**src/rtl/fetch_unit.sv**
```systemverilog
// fetch_unit: sequential-PC instruction fetch with in-order response tagging, skid buffering and redirect flush.
// Optional feature: define FETCH_STALL_CNT_EN to build the saturating queue-full stall counter.
module fetch_unit #(
  parameter logic [31:0] RESET_PC        = 32'h0000_0000,
  parameter int          MAX_OUTSTANDING = 2
) (
  input  logic        clk,
  input  logic        reset,
  output logic        imem_req_valid,
  input  logic        imem_req_ready,
  output logic [31:0] imem_req_addr,
  input  logic        imem_resp_valid,
  input  logic [31:0] imem_resp_data,
  input  logic        redirect_valid,
  input  logic [31:0] redirect_pc,
  input  logic        q_full,
  output logic        q_write_en,
  output logic [63:0] q_write_data,
  output logic [31:0] stall_cycles
);
  localparam int CW = $clog2(MAX_OUTSTANDING) + 1;
  localparam int PW = (MAX_OUTSTANDING > 1) ? $clog2(MAX_OUTSTANDING) : 1;
  localparam logic [CW-1:0] MAXC = CW'(MAX_OUTSTANDING);
  localparam logic [PW-1:0] LAST = PW'(MAX_OUTSTANDING - 1);

  logic [31:0]   pc_q, pc_d;
  logic [CW-1:0] out_q, out_d;
  logic [CW-1:0] drop_q, drop_d;
  logic [CW-1:0] skid_cnt_q, skid_cnt_d;
  logic [PW-1:0] tag_wp_q, tag_wp_d, tag_rp_q, tag_rp_d;
  logic [PW-1:0] skid_wp_q, skid_wp_d, skid_rp_q, skid_rp_d;
  logic [31:0]   tag_mem  [MAX_OUTSTANDING];
  logic [63:0]   skid_mem [MAX_OUTSTANDING];
  logic [CW-1:0] occ;
  logic          resp_ok, live_resp, issue, skid_nz, skid_push, skid_pop;
  logic [63:0]   resp_entry;
  logic          unused_rpc;

  function automatic logic [PW-1:0] inc(input logic [PW-1:0] p);
    return (p == LAST) ? '0 : p + PW'(1);
  endfunction

  assign unused_rpc = ^redirect_pc[1:0];

  // Datapath decode: a response is live only if it is expected, not stale and not killed by a redirect.
  always_comb begin
    resp_ok        = imem_resp_valid && out_q != '0;
    live_resp      = resp_ok && drop_q == '0 && !redirect_valid;
    occ            = out_q + skid_cnt_q;
    imem_req_valid = !reset && !redirect_valid && occ < MAXC;
    imem_req_addr  = pc_q;
    issue          = imem_req_valid && imem_req_ready;
    skid_nz        = skid_cnt_q != '0;
    q_write_en     = !q_full && !redirect_valid && (skid_nz || live_resp);
    resp_entry     = {tag_mem[tag_rp_q], imem_resp_data};
    q_write_data   = skid_nz ? skid_mem[skid_rp_q] : resp_entry;
    skid_pop       = q_write_en && skid_nz;
    skid_push      = live_resp && (skid_nz || q_full);
  end

  // Next-state: redirect wins, restarting the PC, clearing the skid and arming the drop counter.
  always_comb begin
    pc_d       = redirect_valid ? {redirect_pc[31:2], 2'b00} : issue ? pc_q + 32'd4 : pc_q;
    out_d      = out_q + CW'(issue) - CW'(resp_ok);
    drop_d     = redirect_valid ? out_q - CW'(resp_ok) : (resp_ok && drop_q != '0) ? drop_q - CW'(1) : drop_q;
    skid_cnt_d = redirect_valid ? '0 : skid_cnt_q + CW'(skid_push) - CW'(skid_pop);
    skid_wp_d  = redirect_valid ? '0 : skid_push ? inc(skid_wp_q) : skid_wp_q;
    skid_rp_d  = redirect_valid ? '0 : skid_pop ? inc(skid_rp_q) : skid_rp_q;
    tag_wp_d   = issue ? inc(tag_wp_q) : tag_wp_q;
    tag_rp_d   = resp_ok ? inc(tag_rp_q) : tag_rp_q;
  end

  // Control state registers.
  always_ff @(posedge clk) begin
    if (reset) begin
      pc_q       <= RESET_PC;
      out_q      <= '0;
      drop_q     <= '0;
      skid_cnt_q <= '0;
      skid_wp_q  <= '0;
      skid_rp_q  <= '0;
      tag_wp_q   <= '0;
      tag_rp_q   <= '0;
    end else begin
      pc_q       <= pc_d;
      out_q      <= out_d;
      drop_q     <= drop_d;
      skid_cnt_q <= skid_cnt_d;
      skid_wp_q  <= skid_wp_d;
      skid_rp_q  <= skid_rp_d;
      tag_wp_q   <= tag_wp_d;
      tag_rp_q   <= tag_rp_d;
    end
  end

  // Storage: tags capture the issued PC, skid captures responses the queue cannot take now.
  always_ff @(posedge clk) begin
    if (issue) tag_mem[tag_wp_q] <= pc_q;
    if (skid_push) skid_mem[skid_wp_q] <= resp_entry;
  end

  // A response with nothing outstanding is a memory protocol violation.
  always_ff @(posedge clk) begin
    if (!reset) assert (!(imem_resp_valid && out_q == '0));
  end

`ifdef FETCH_STALL_CNT_EN
  logic [31:0] stall_q, stall_d;
  assign stall_d = (q_full && (skid_nz || live_resp) && stall_q != '1) ? stall_q + 32'd1 : stall_q;
  // Saturating count of cycles where a ready entry is blocked by a full queue.
  always_ff @(posedge clk) begin
    if (reset) stall_q <= '0;
    else stall_q <= stall_d;
  end
  assign stall_cycles = stall_q;
`else
  assign stall_cycles = '0;
`endif
endmodule

```
**config.mk**
```make
export PLATFORM = sky130hd
export DESIGN_NAME = fetch_unit
export DESIGN_NICKNAME = d
export VERILOG_FILES = /design/src/rtl/fetch_unit.sv
export SDC_FILE = /design/constraint.sdc
export NUM_CORES = 1
export LEC_CHECK = 0
export CORE_MARGIN = 8
export CORE_UTILIZATION = 50
export DETAILED_ROUTE_END_ITERATION = 8
export GPL_TIMING_DRIVEN = 1
export PLACE_DENSITY_LB_ADDON = 0.25
export SLEW_MARGIN = 20
export SYNTH_ARGS = -nofsm -noshare
export SYNTH_HDL_FRONTEND = slang
export SYNTH_SLANG_ARGS = --single-unit
```
**constraint.sdc**
```tcl
create_clock -name clk -period 5.6 [get_ports clk]
set_input_delay 0.56 -clock clk [delete_from_list [all_inputs] [get_ports clk]]
set_output_delay 0.56 -clock clk [all_outputs]
set_load 0.005 [all_outputs]
```
Yosys cells after proc, flatten, opt, wreduce, memory -nomap -nowiden --
Memories as Yosys holds them, arrays and structs flattened. A register that Yosys moved wholly into a read port is not among the register bits. Index checks and enable logic that the tools add are counted.
Word-level totals: register bits 42, bits in writable memories 192, bits of input ports 70, word-level logic and storage cells 64, memories kept 2
Operators by class: add/sub/neg operators 12, order comparisons 1, mux-type cells 17, reductions and logical operators 23
Memory list:
- skid_mem | depth 2, width 64, rd ports 1, clocked after Yosys merged registers in 1, wr ports 1, line 33 | logic [63:0] skid_mem [MAX_OUTSTANDING];
- tag_mem | depth 2, width 32, rd ports 1, clocked after Yosys merged registers in 1, wr ports 1, line 32 | logic [31:0] tag_mem [MAX_OUTSTANDING];
Operator list (count):
- 2-to-1 mux 32 bit | 2
- 2-to-1 mux 64 bit | 1
- adder 32 x 3 -> 32 bit, second input constant | 1
- 2-to-1 mux 1 bit | 12
- logical AND 1 bit | 11
- nonzero test 2 bit | 5
- subtractor 2 x 1 -> 2 bit | 3
- adder 1 bit, second input constant | 4
- adder 2 x 1 -> 2 bit | 2
- 2-to-1 mux 2 bit | 2
- zero test 1 bit | 3
- adder 2 bit | 1
- zero test 2 bit | 1
- logical OR 1 bit | 2
- < comparator 2 bit, second input constant | 1
- OR reduction 2 bit | 1
- subtractor 2 x 1 -> 2 bit, second input constant | 1

Logic depth before layout (Yosys ltp) --
depth in word-level cells 9, depth in mapped cells 12, gate-level depth less buffers 11

Worst setup path before layout --
Ideal clock, no wire load.
kind in2reg, start input imem_resp_valid, end memory skid_mem[0][0], enable pin, library setup time 0.482 ns, arrival time 3.810 ns, data required time 5.118 ns, setup slack 1.308 ns, stages 5, buffers on the path 0, cells stage by stage o21a_1 -> nand2_1 -> nor3_1 -> inv_1 -> nor2_1
On the way: word-level cells in the longest chain between the ends 6
RTL lines:
- start: declaration | line 12 | input logic imem_resp_valid,
- logical AND 1 bit | line 47 | resp_ok = imem_resp_valid && out_q != '0;
- logical AND 1 bit (2 in series) | line 48 | live_resp = resp_ok && drop_q == '0 && !redirect_valid;
- logical AND 1 bit | line 58 | skid_push = live_resp && (skid_nz || q_full);
- 2-to-1 mux 1 bit | line 99 | if (skid_push) skid_mem[skid_wp_q] <= resp_entry;
- 2-to-1 mux 1 bit (implied by the code) | line 99
- end: declaration | line 33
Every way passes these cells.

Final worst setup path --
start register skid_cnt_q[1], end output q_write_data[28]
On the way: word-level cells in the longest chain between the ends 2
RTL lines:
- start: declaration | line 29 | logic [CW-1:0] skid_cnt_q, skid_cnt_d;
- start signal: assignment | line 88 | skid_cnt_q <= skid_cnt_d;
- nonzero test 2 bit | line 53 | skid_nz = skid_cnt_q != '0;
- 2-to-1 mux 64 bit | line 56 | q_write_data = skid_nz ? skid_mem[skid_rp_q] : resp_entry;
- end: declaration | line 18 | output logic [63:0] q_write_data,
Every way passes these cells.

==> key figures <==
Run status
  • Outcome: finished clean

Synthesis
  • Sequential area share after synthesis: 64.66%
  • Post-synth EDFFs: 184
  • Syn_area_per_cell: 13.08 µm²
  • Synth top area share: 56.12%
  • Post-synth ARST share: 0%
  • Synth unique cells: 57
  • Yosys warnings: 0
  • Synth area leader: edfxtp_1
  • Netlist area before placement: 0.009846 mm²
  • Synth Flop Type: edfxtp_1
  • Top post-synthesis cells by area: edfxtp_1, dfxtp_1, mux2i_1
  • Mapped Cells: 753
  • Flops & latches, synth: 226

Finish
  • N_diodes: 0
  • Final nets: 987
  • Area Overhead vs Synth: 24.98%
  • Register area: 0.006370 mm²
  • Share of cells above drive strength 1: 10.69%
  • Fin area: 0.01231 mm²
  • FILL cells: 1516
  • Footprint of the multi-input gates: 0.003114 mm²
  • Finished Core Util: 63.44%
  • Finished Layout Cells: 1191

Power
  • Pwr/cell area: 335.1 mW/mm²
  • Peak VDD IR: 0.2038 mV
  • Total power: 4.123 mW
  • Leak pwr: 4.157 nW

Min path
  • Worst Hold Launch: tag_rp_q
  • Hold Crit Class: reg2reg
  • Hold Crit Depth: 2

Floorplanning
  • Core area: 0.01940 mm²
  • Cell Rows: 51
  • DIE AREA: 0.02444 mm²
  • Initial core utilization: 50.75%
  • DIE HEIGHT: 156.3 µm
  • IO Pins: 200
  • Die W: 156.3 µm

STA
  • Max Slew Vio Count: 0
  • Tcrit/Tclk final: 61.00%
  • Unrepaired setup endpoints after global routing: false
  • Worst Skew: 10.91 ps
  • Min Tclk post-route: 3416 ps
  • Slew @ Worst Pin: 945.9 ps
  • Setup TNS: 0 ps
  • F_max: 0.2927 GHz
  • # setup viols final: 0
  • Setup ws final: 2184 ps
  • Relative slew margins: 36.79%
  • Hold Fails Final Rpt: 0
  • Min Hold Slack: 509.1 ps

Worst setup path
  • R2r endpoint: skid_mem[0][29]
  • Worst R2R Setup Slack: 2820 ps
  • Setup Crit Path Kind: reg2out
  • Worst Setup SP: skid_cnt_q[1]
  • Reg2Reg Depth: 6
  • Critical Path AT: 2860 ps
  • RR Startpoint: out_q[1]
  • Crit path cell chain: nor2_4 > buf_4 > nand2_1 > o21ai_0 > clkdlybuf4s50_1
  • CP required: 5040 ps
  • Critical Path End Type: output pin
  • Crit path largest cell delay: 590 ps
  • Critical Path Start Type: flop
  • Slowest CP cell: nor2_4
  • CP max FO: 63

Drt
  • Wire per inst: 17.69 µm
  • Via density: 5.219
  • Final WL: 21070 µm
  • TritonRoute pass-1 iters: 4
  • # DRC: 0
  • Antenna-violating nets left: 0
  • Initial drt markers: 378
  • Via count: 6216

Clocking
  • H-Tree Depth: 1
  • CTS buffer count: 23
  • Max Root-Sink Buffers: 3
  • Sinks on Clock Net: 226
  • CTS hold repair buffers: 0
  • Postcts setup bufs: 0
  • Clk slew on worst S/H paths: 60 ps
  • Post-CTS sizing: 0
  • TritonCTS clock tree: yes
  • CTS root buf: clkbuf_16
  • Clock latency on the worst-skew pair: 500 ps

Flow run
  • Max cap viols: 0

Global routing
  • Aggregate global routing overflow: 0
  • Largest net degree at the start of global routing: 64
  • Vias in the first global route: 6173
  • Total track usage: 16.86%
  • Initial antenna violation count: 0
  • First-pass GRT wire length: 32980 µm

Placement
  • DP Area: 0.01157 mm²
  • HPWL Detailed: 14150 µm
  • RePlAce Congestion: 0.8070
  • IO Port Bufs: 161
  • Dpl ws: 1897 ps
  • DP Cell Count: 1150
==> worst max-delay path by stage <==
stage / endpoint / slack, ps
4_1_cts: q_write_data[7] / 2140
5_1_grt: q_write_data[28] / 1870
2_1_floorplan: skid_mem[0][0] / 1310
3_3_place_gp: skid_mem[0][23] / 1900
3_5_place_dp: skid_mem[0][23] / 1900
6_report: q_write_data[28] / 2180
==> cells in the final DEF (no fill, tap or decap), types with 7 or more instances in the layout <==
cell | Yosys | routed
a211oi_1 | 14 | 14
a21oi_1 | 7 | 7
a31oi_1 | 8 | 8
buf_4 | 36 | 12
clkbuf_16 | 0 | 24
clkdlybuf4s50_1 | 0 | 161
conb_1 | 1 | 36
dfxtp_1 | 42 | 41
edfxtp_1 | 184 | 184
ha_1 | 7 | 7
inv_1 | 12 | 12
mux2_2 | 32 | 32
mux2i_1 | 64 | 63
nand2_1 | 90 | 90
nand3_1 | 8 | 8
nand4_1 | 9 | 9
nor2_1 | 28 | 25
nor3_1 | 10 | 10
nor4_1 | 9 | 9
o21ai_0 | 68 | 68
or3_1 | 7 | 7
xnor2_1 | 21 | 21
==> cell type report <==
| type | instances | area share [%] |
|---|---|---|
| Tap cell | 265 | 2.694 |
| Multi-Input combinational cell | 472 | 25.31 |
| Sequential cell | 226 | 51.76 |
| Clock buffer | 35 | 5.419 |
| Clock inverter | 6 | 0.5186 |
| Inverter | 14 | 0.4677 |
| Timing Repair Buffer | 173 | 13.83 |
==> report_power, final <==
part	switching (mW)	internal, mW	leakage [nW]
Combinational	0.311	0.366	1.77
Clock	0.597	0.871	0.366
Sequential	0.0519	1.93	2.02
==> registers in the layout (all words and copies together), names as in the netlist, named ones only <==
| name | cells |
|---|---|
| skid_mem | 124 |
| tag_mem | 60 |
| imem_req_addr | 30 |
| drop_q | 2 |
| out_q | 2 |
| skid_cnt_q | 2 |
| skid_rp_q | 1 |
| skid_wp_q | 1 |
| tag_rp_q | 1 |
| tag_wp_q | 1 |
==> kinds of logic (layout without fill, tap and decap cells) <==
kind of cell             count (synthesis)  after routing  synth area share, %
AO/OA/AOI/OAI                          115            115                6.901
XOR/XNOR                                25             25                2.300
adder cells (fa/ha/maj)                  7              7               0.8895
buffers and inverters                   90            228                5.274
flip-flops                             226            226                64.66
multiplexers                            97             97                10.32
other                                    1             36              0.03809
AND/OR/NAND/NOR                        192            192                9.620
==> routing by layer <==
metal / track usage (%) / wire length, µm / share of wire (%)
met1: 22.50 / 9371 / 44
met2: 26.78 / 9545 / 45
met3: 4.881 / 1854 / 8.8
met4: 3.799 / 294 / 1.4
met5: 0 / 0 / 0
==> cells in the mapped netlist, types with 2 or more instances <==
cell type      number
or3_1               7
nor4_1              9
buf_4              36
buf_2               2
a211oi_1           14
clkbuf_1           25
inv_1              12
clkbuf_4            2
nand3_1             8
o311ai_0            2
and2_1              4
dfxtp_1            42
mux2_2             32
a21oi_1             7
xor2_1              3
and4_1              5
ha_1                7
nor2b_1             3
nand2_1            90
mux2i_1            64
edfxtp_1          184
a31oi_1             8
dlygate4sd1_1       2
xnor2_1            21
o21ai_0            68
or2_2               3
a311oi_1            5
nor3_1             10
buf_1               7
or4_1               4
nand4_1             9
nor4_2              2
o211ai_1            3
and3_1              2
nor2_1             28
o21a_1              2
==> critical path, delay by kind of cell (launching register included) <==
family                 cells  cell delay, ps
buffers and inverters      2            1130
DFF                        1             380
AOI/OAI and AO/OA          1             130
and+or+nand+nor            2             680
Power figures use the tool's default switching activity.
